===== src/rtl/timer_counter_pkg.sv =====
// timer_counter_pkg: shared encodings for the timer/counter block
//   state_t      FSM state encoding (IDLE, LOAD, CNT, INT)
//   ADDR_*       word offsets of CTRL, PRESET and COUNT
//   CTRL_*       bit positions inside CTRL (Enable, Mode, IM)
//   MODE_*       Mode field codes
package timer_counter_pkg;

    typedef enum logic [1:0] {
        S_IDLE = 2'd0,
        S_LOAD = 2'd1,
        S_CNT  = 2'd2,
        S_INT  = 2'd3
    } state_t;

    localparam logic [1:0] ADDR_CTRL   = 2'd0;
    localparam logic [1:0] ADDR_PRESET = 2'd1;
    localparam logic [1:0] ADDR_COUNT  = 2'd2;

    localparam int CTRL_W       = 4;
    localparam int CTRL_EN      = 0;
    localparam int CTRL_MODE_LO = 1;
    localparam int CTRL_MODE_HI = 2;
    localparam int CTRL_IM      = 3;

    localparam logic [1:0] MODE_ONESHOT = 2'b00;
    localparam logic [1:0] MODE_RELOAD  = 2'b01;

endpackage


===== src/rtl/timer_counter.sv =====
// timer_counter: memory-mapped down-counter with one-shot / auto-reload modes and a maskable IRQ
//   clk    system clock, all state updates on posedge
//   reset  synchronous active-high reset
//   Addr   word offset: 0 CTRL, 1 PRESET, 2 COUNT, 3 reserved
//   WE     write strobe, commits at the posedge where it is high
//   Din    write data
//   DOut   combinational read data for Addr
//   IRQ    irq_flag gated by CTRL.IM
module timer_counter
    import timer_counter_pkg::*;
(
    input  logic        clk,
    input  logic        reset,
    input  logic [1:0]  Addr,
    input  logic        WE,
    input  logic [31:0] Din,
    output logic [31:0] DOut,
    output logic        IRQ
);

    logic [CTRL_W-1:0] ctrl;
    logic [31:0]       preset;
    logic [31:0]       count;
    logic              irq_flag;
    state_t            state;
    logic              wr_ctrl;
    logic              wr_preset;
    logic              enable;
    logic              reload;

    assign wr_ctrl   = WE && Addr == ADDR_CTRL;
    assign wr_preset = WE && Addr == ADDR_PRESET;
    assign enable    = ctrl[CTRL_EN];
    assign reload    = ctrl[CTRL_MODE_HI:CTRL_MODE_LO] == MODE_RELOAD;
    assign IRQ       = irq_flag & ctrl[CTRL_IM];

    always_comb begin
        DOut = Addr == ADDR_CTRL   ? {{(32-CTRL_W){1'b0}}, ctrl} :
               Addr == ADDR_PRESET ? preset :
               Addr == ADDR_COUNT  ? count  : 32'd0;
    end

    // Later non-blocking assignments win: the FSM's irq_flag set on INT entry
    // is placed after the write-clear so no interrupt is lost.
    always_ff @(posedge clk) begin
        if (reset) begin
            ctrl     <= '0;
            preset   <= '0;
            count    <= '0;
            irq_flag <= 1'b0;
            state    <= S_IDLE;
        end else begin
            if (wr_preset)
                preset <= Din;
            if (wr_ctrl)
                ctrl <= Din[CTRL_W-1:0];
            else if (state == S_INT && !reload)
                ctrl[CTRL_EN] <= 1'b0;
            if (wr_ctrl || wr_preset)
                irq_flag <= 1'b0;
            case (state)
                S_IDLE: if (enable) state <= S_LOAD;
                S_LOAD: begin
                    if (!enable) begin
                        state <= S_IDLE;
                    end else begin
                        count <= preset;
                        state <= S_CNT;
                    end
                end
                S_CNT: begin
                    if (!enable) begin
                        state <= S_IDLE;
                    end else if (count != 32'd0) begin
                        count <= count - 32'd1;
                    end else begin
                        state    <= S_INT;
                        irq_flag <= 1'b1;
                    end
                end
                S_INT: begin
                    if (reload) begin
                        state    <= S_LOAD;
                        irq_flag <= 1'b0;
                    end else begin
                        state <= S_IDLE;
                    end
                end
            endcase
        end
    end

endmodule


===== config.mk =====
export PLATFORM = sky130hd
export DESIGN_NAME = timer_counter
export DESIGN_NICKNAME = d
export VERILOG_FILES = /design/src/rtl/timer_counter_pkg.sv /design/src/rtl/timer_counter.sv
export SDC_FILE = /design/constraint.sdc
export NUM_CORES = 1
export LEC_CHECK = 0
export CAP_MARGIN = 30
export CELL_PAD_IN_SITES_DETAIL_PLACEMENT = 1
export CELL_PAD_IN_SITES_GLOBAL_PLACEMENT = 1
export CORE_UTILIZATION = 36
export DETAILED_ROUTE_END_ITERATION = 6
export PLACE_DENSITY_LB_ADDON = 0.1
export SYNTH_ARGS = -nofsm -noshare
export SYNTH_HDL_FRONTEND = slang
export SYNTH_SLANG_ARGS = --single-unit

===== constraint.sdc =====
create_clock -name clk -period 3.3 [get_ports clk]
set_clock_uncertainty 0.05 [all_clocks]
set_input_delay 0.495 -clock clk [delete_from_list [all_inputs] [get_ports clk]]
set_output_delay 0.495 -clock clk [all_outputs]
set_load 0.02 [all_outputs]

# == Yosys cells after proc, flatten, opt, wreduce, memory -nomap -nowiden ==
# Index checks and enable logic that the tools add are counted.
# word_totals
output_inout_bits,33
inputBits,37
regBits,71
# op_classes
add_sub_neg,1
reduce_logical,12
n_bitwise,1
n_eq_ne,11
mux,20
# op_table
op,n
32-bit 2-to-1 mux,6
32-bit case mux with 2 select lines,1
32-bit nonzero test,1
"32-bit by 1-bit subtractor with 32-bit output, second input constant",1
2-bit 2-to-1 mux,4
"2-bit inequality test, second input constant",4
2-bit case mux with 4 select lines,1
1-bit 2-to-1 mux,7
"2-bit by 1-bit == test with 1-bit output, second input constant",3
"2-bit == test, second input constant",3
2-bit zero test,2
4-bit AND reduction,1
2-bit nonzero test,2
1-bit logical AND,3
"3-bit inequality test, second input constant",1
1-bit case mux with 2 select lines,1
2-bit AND reduction,1
1-bit AND,1
1-bit zero test,1
1-bit logical OR,1

# == Logic depth before layout (Yosys ltp) ==
# logic_depth
word_depth,7
ltp_mapped,9
ltp_nobuf,7

# == Worst setup path before layout ==
# No wires, ideal clock.
# synth_path
kind,input-to-output
from,input port Addr[0]
to,output port DOut[11]
setup_slack_ps,906
t_arrival_ps,1849
t_required_ps,2755
n_path_buf,3
path_stages,5
cell_sequence,clkbuf_1 -> nor2b_1 -> clkbuf_1 -> buf_1 -> a22o_1
# synth_between
elab_chain_len,4
# synth_lines
element,line,text
"start, declared",timer_counter.sv:14,"input logic [1:0] Addr,"
2-bit == test,timer_counter.sv:40,Addr == ADDR_COUNT ? count : 32'd0;
32-bit 2-to-1 mux,timer_counter.sv:40,
32-bit 2-to-1 mux,timer_counter.sv:39,Addr == ADDR_PRESET ? preset :
32-bit 2-to-1 mux (*),timer_counter.sv:38,"DOut = Addr == ADDR_CTRL ? {{(32-CTRL_W){1'b0}}, ctrl} :"
"end, declared",timer_counter.sv:17,"output logic [31:0] DOut,"
# Mark *: on every way between the ends. The rest lies on a longest branch, timed or not.

# == Final worst setup path ==
# layout_path
from,input port Addr[0]
to,output port DOut[5]
# The elaborated chain is that of the path after synthesis.

==> key figures <==
Clock network
  • CTS root buffer: clkbuf_8
  • Htree depth: 3
  • Clock latency on the worst-skew pair: 360 ps
  • Inserted Clock Buffers: 9
  • Hold buffers post-CTS: 0
  • Setup Fix Bufs, Post-CTS: 0
  • CTS max path bufs: 2
  • Clock Sinks: 71
  • Post_cts resized: 0
  • CTS tree: done
  • Worst-path clk slew: 80 ps

Power and ir drop
  • Combinational share of power: 8.3%
  • PD cells: 369 mW/mm^2
  • Sequential power share: 47.2%
  • NetSw: 0.458 mW
  • Clock power share: 44.4%
  • Switching Fraction: 24.5%
  • Peak supply drop: 0.197 mV
  • Static Leakage: 1.75 nW
  • Pint: 1.41 mW

Min path
  • Hold wc startpoint: preset[29]
  • Endpoint of the worst hold path: preset[29]
  • Hold path depth: 2
  • Min-Delay Path Class: flip-flop to flip-flop

Timing
  • Period utilization: 91.6%
  • Setup total negative slack: 0 ps
  • Max Fclk: 331 MHz
  • Unrepaired setup endpoints after global routing: no
  • Setup violators final: 0
  • Final min period: 3020 ps
  • Setup ws final: 276 ps
  • Final Slew Violations: 0
  • Worst slew pin tran: 938 ps
  • Final hold vios: 0
  • Slew headroom: 37.4%

Worst setup path
  • Largest stage delay on the critical path: 690 ps
  • Worst r2r src: count[0]
  • Critical path's top delay family: buffers and inverters
  • Worst Setup Path Type: primary input to primary output
  • Worst Path Required: 2750 ps
  • CP Buf/Inv Count: 3
  • Cells along the critical path: clkdlybuf4s50_1 -> nor2b_2 -> buf_4 -> a22o_1 -> clkdlybuf4s50_1
  • Worst reg2reg endpoint: state[0]
  • Reg2reg path depth: 8
  • Levels on crit path: 5
  • Slowest-stage cell, CP: clkdlybuf4s50_1
  • Critical path arrival: 2480 ps
  • Crit path max fanout: 16
  • CP endpoint kind: primary output
  • Startpoint types: primary input
  • R2R Setup Slk: 650 ps
  • Most Frequent Cell on Critical Path: clkdlybuf4s50_1

Floorplan
  • # rows: 37
  • Die Y: 107 um
  • Die Footprint: 0.0115 mm^2
  • Total core area: 0.0105 mm^2
  • Starting Density: 37.8%
  • I/O pins: 70
  • Die width: 107 um

Layout
  • Filler instances: 1,332
  • Finished Layout Cells: 740
  • Area Growth Syn to Fin: 27.6%
  • Share of cells above drive strength 1: 8.61%
  • Antenna Cells: 0
  • Multi-input gate area: 0.00233 mm^2
  • Storage cell area: 0.00142 mm^2
  • Layout net count: 637

Route
  • DR vias/cell: 5.81
  • Drt first pass iters: 4
  • Iteration-0 DRC Markers: 149
  • Wire per inst: 17.8 um
  • Vias: 4,302
  • Antenna viol nets, final: 0
  • Number of remaining DRC errors: 0
  • Detailed Route WL: 13.2 mm

Yosys
  • EDFF count, synth: 0
  • Largest family of logic cells by synthesized area: compound AO/OA/AOI/OAI gates
  • Post-synthesis adder-cell area fraction: 0.315%
  • Top_reg_cell synth: dfxtp_1
  • Post-synthesis share of cell area spent on xor and xnor gates: 0%
  • List of most frequent post-synthesis cells: 120 x nand2_1, 73 x a21oi_1, 71 x dfxtp_1
  • Yosys top cell area share: 35.8%
  • Synth Area in Compound Gates: 31.1%
  • Synth area leaders: dfxtp_1 36%, nand2_1 11%, a21oi_1 9.2%
  • Yosys warnings: 0
  • Synth area leader: dfxtp_1
  • Most frequent cell after synthesis: nand2_1
  • Async set-or-reset flop fraction in the synthesized netlist: 0%
  • Synth unique cells: 47
  • Synth Register Bits: 71
  • Simple logic cell fraction of the synthesized area: 25.4%
  • Net Count, Synth: 577
  • Syn Inst Count: 539
  • Mux contribution to synthesized area: 1.76%
  • Post-synthesis sequential area ratio: 35.8%
  • Post-Syn Area: 0.00397 mm^2
  • Mapped Avg Cell Area: 7.37 um^2

Global route
  • Global-route wire length before repair: 21.5 mm
  • Grt ovf: 0
  • GRT Resource Usage Total: 23.5%
  • Initial antenna violation count: 0
  • Largest net degree at the start of global routing: 44
  • Via count of the first global-routing pass: 4,327

Placed design
  • Pre-CTS setup slack: 279 ps
  • # placed instances: 724
  • Hpwl dp: 9.16 mm
  • Placer Congestion: 0.764
  • Port buffer count: 69

Status
  • Status: complete, no violations

Run
  • Max cap viols: 0
-- per-layer routing --
| layer | part of all wire, % | GRT usage [%] | vias up |
|---|---|---|---|
| met5 | 0 | 0 | - |
| met4 | 0.99 | 5.97 | 0 |
| met3 | 3.7 | 3.53 | 13 |
| met2 | 48 | 40.2 | 89 |
| met1 | 48 | 30.8 | 2129 |
| li1 | - | - | 2071 |
-- per-stage QoR --
step / cell area [um^2] / hold slack (ps) / utilization [%] / total power [mW]
after floorplan: 3970 / 399 / - / 0.975
after CTS: 5070 / 430 / 48.2 / 1.88
after detailed placement: 4840 / 417 / 46.0 / 1.06
final: 5070 / 427 / 48.2 / 1.87
after global routing: 5070 / 452 / 48.2 / 1.93
after global placement: 4820 / 411 / 45.9 / 1.06
-- cell type report --
class	instances	area share (%)
clock buffer	11	2.99
clock inverter	5	1.58
timing repair buffer	95	17.6
inverter	5	0.370
sequential	71	28.0
multi-input combinational	417	46.1
tap	136	3.36
-- placed cells by master (no fill, tap or decap), drive strengths merged, types with 4 or more instances in the layout --
cell type / netlist / final
a21o: 7 / 7
a21oi: 73 / 73
a22o: 30 / 30
a31oi: 8 / 8
buf: 8 / 27
clkbuf: 38 / 11
clkdlybuf4s50: 0 / 68
dfxtp: 71 / 71
inv: 5 / 5
mux2i: 7 / 7
nand2: 120 / 120
nand2b: 8 / 8
nand3: 4 / 4
nand4: 11 / 11
nor2: 29 / 29
nor2b: 5 / 5
nor3: 12 / 12
nor4: 7 / 7
o21ai: 31 / 31
o31ai: 14 / 14
o41ai: 7 / 7
or3: 6 / 6
or4: 5 / 5
-- worst min-delay path, delay by kind of cell, from the launching register on --
family             cells  cell delay (ps)
DFF                    1              330
AOI/OAI and AO/OA      1               50
and+or+nand+nor        1               60
-- worst max path at each step --
stage	from	slack [ps]	end
after detailed placement	Addr[0]	280	DOut[5]
after global routing	Addr[0]	170	DOut[12]
final	Addr[0]	280	DOut[5]
after floorplan	Addr[0]	910	DOut[11]
after global placement	Addr[0]	330	DOut[18]
after CTS	Addr[0]	280	DOut[5]
-- sequential cells by signal (all words and copies together) (netlist names) --
| signal | cells |
|---|---|
| state | 2 |
| irq_flag | 1 |
| count | 32 |
| preset | 32 |
| ctrl | 4 |
-- power groups by stage --
| stage | Sequential (mW) | Combinational (mW) | Clock [mW] |
|---|---|---|---|
| after floorplan | 0.899 | 0.0762 | 0 |
| final | 0.884 | 0.156 | 0.831 |
| after global routing | 0.886 | 0.170 | 0.877 |
| after CTS | 0.884 | 0.158 | 0.840 |
| after global placement | 0.904 | 0.152 | 0 |
| after detailed placement | 0.904 | 0.157 | 0 |
-- cell families (layout without fill, tap and decap cells) --
kind of cell               Yosys count  after routing
buffers and inverters               51            116
muxes                                7              7
adders and majority gates            1              1
DFF                                 71             71
AOI/OAI and AO/OA                  190            190
and+or+nand+nor                    219            219
(Power assumes the default switching activity.)
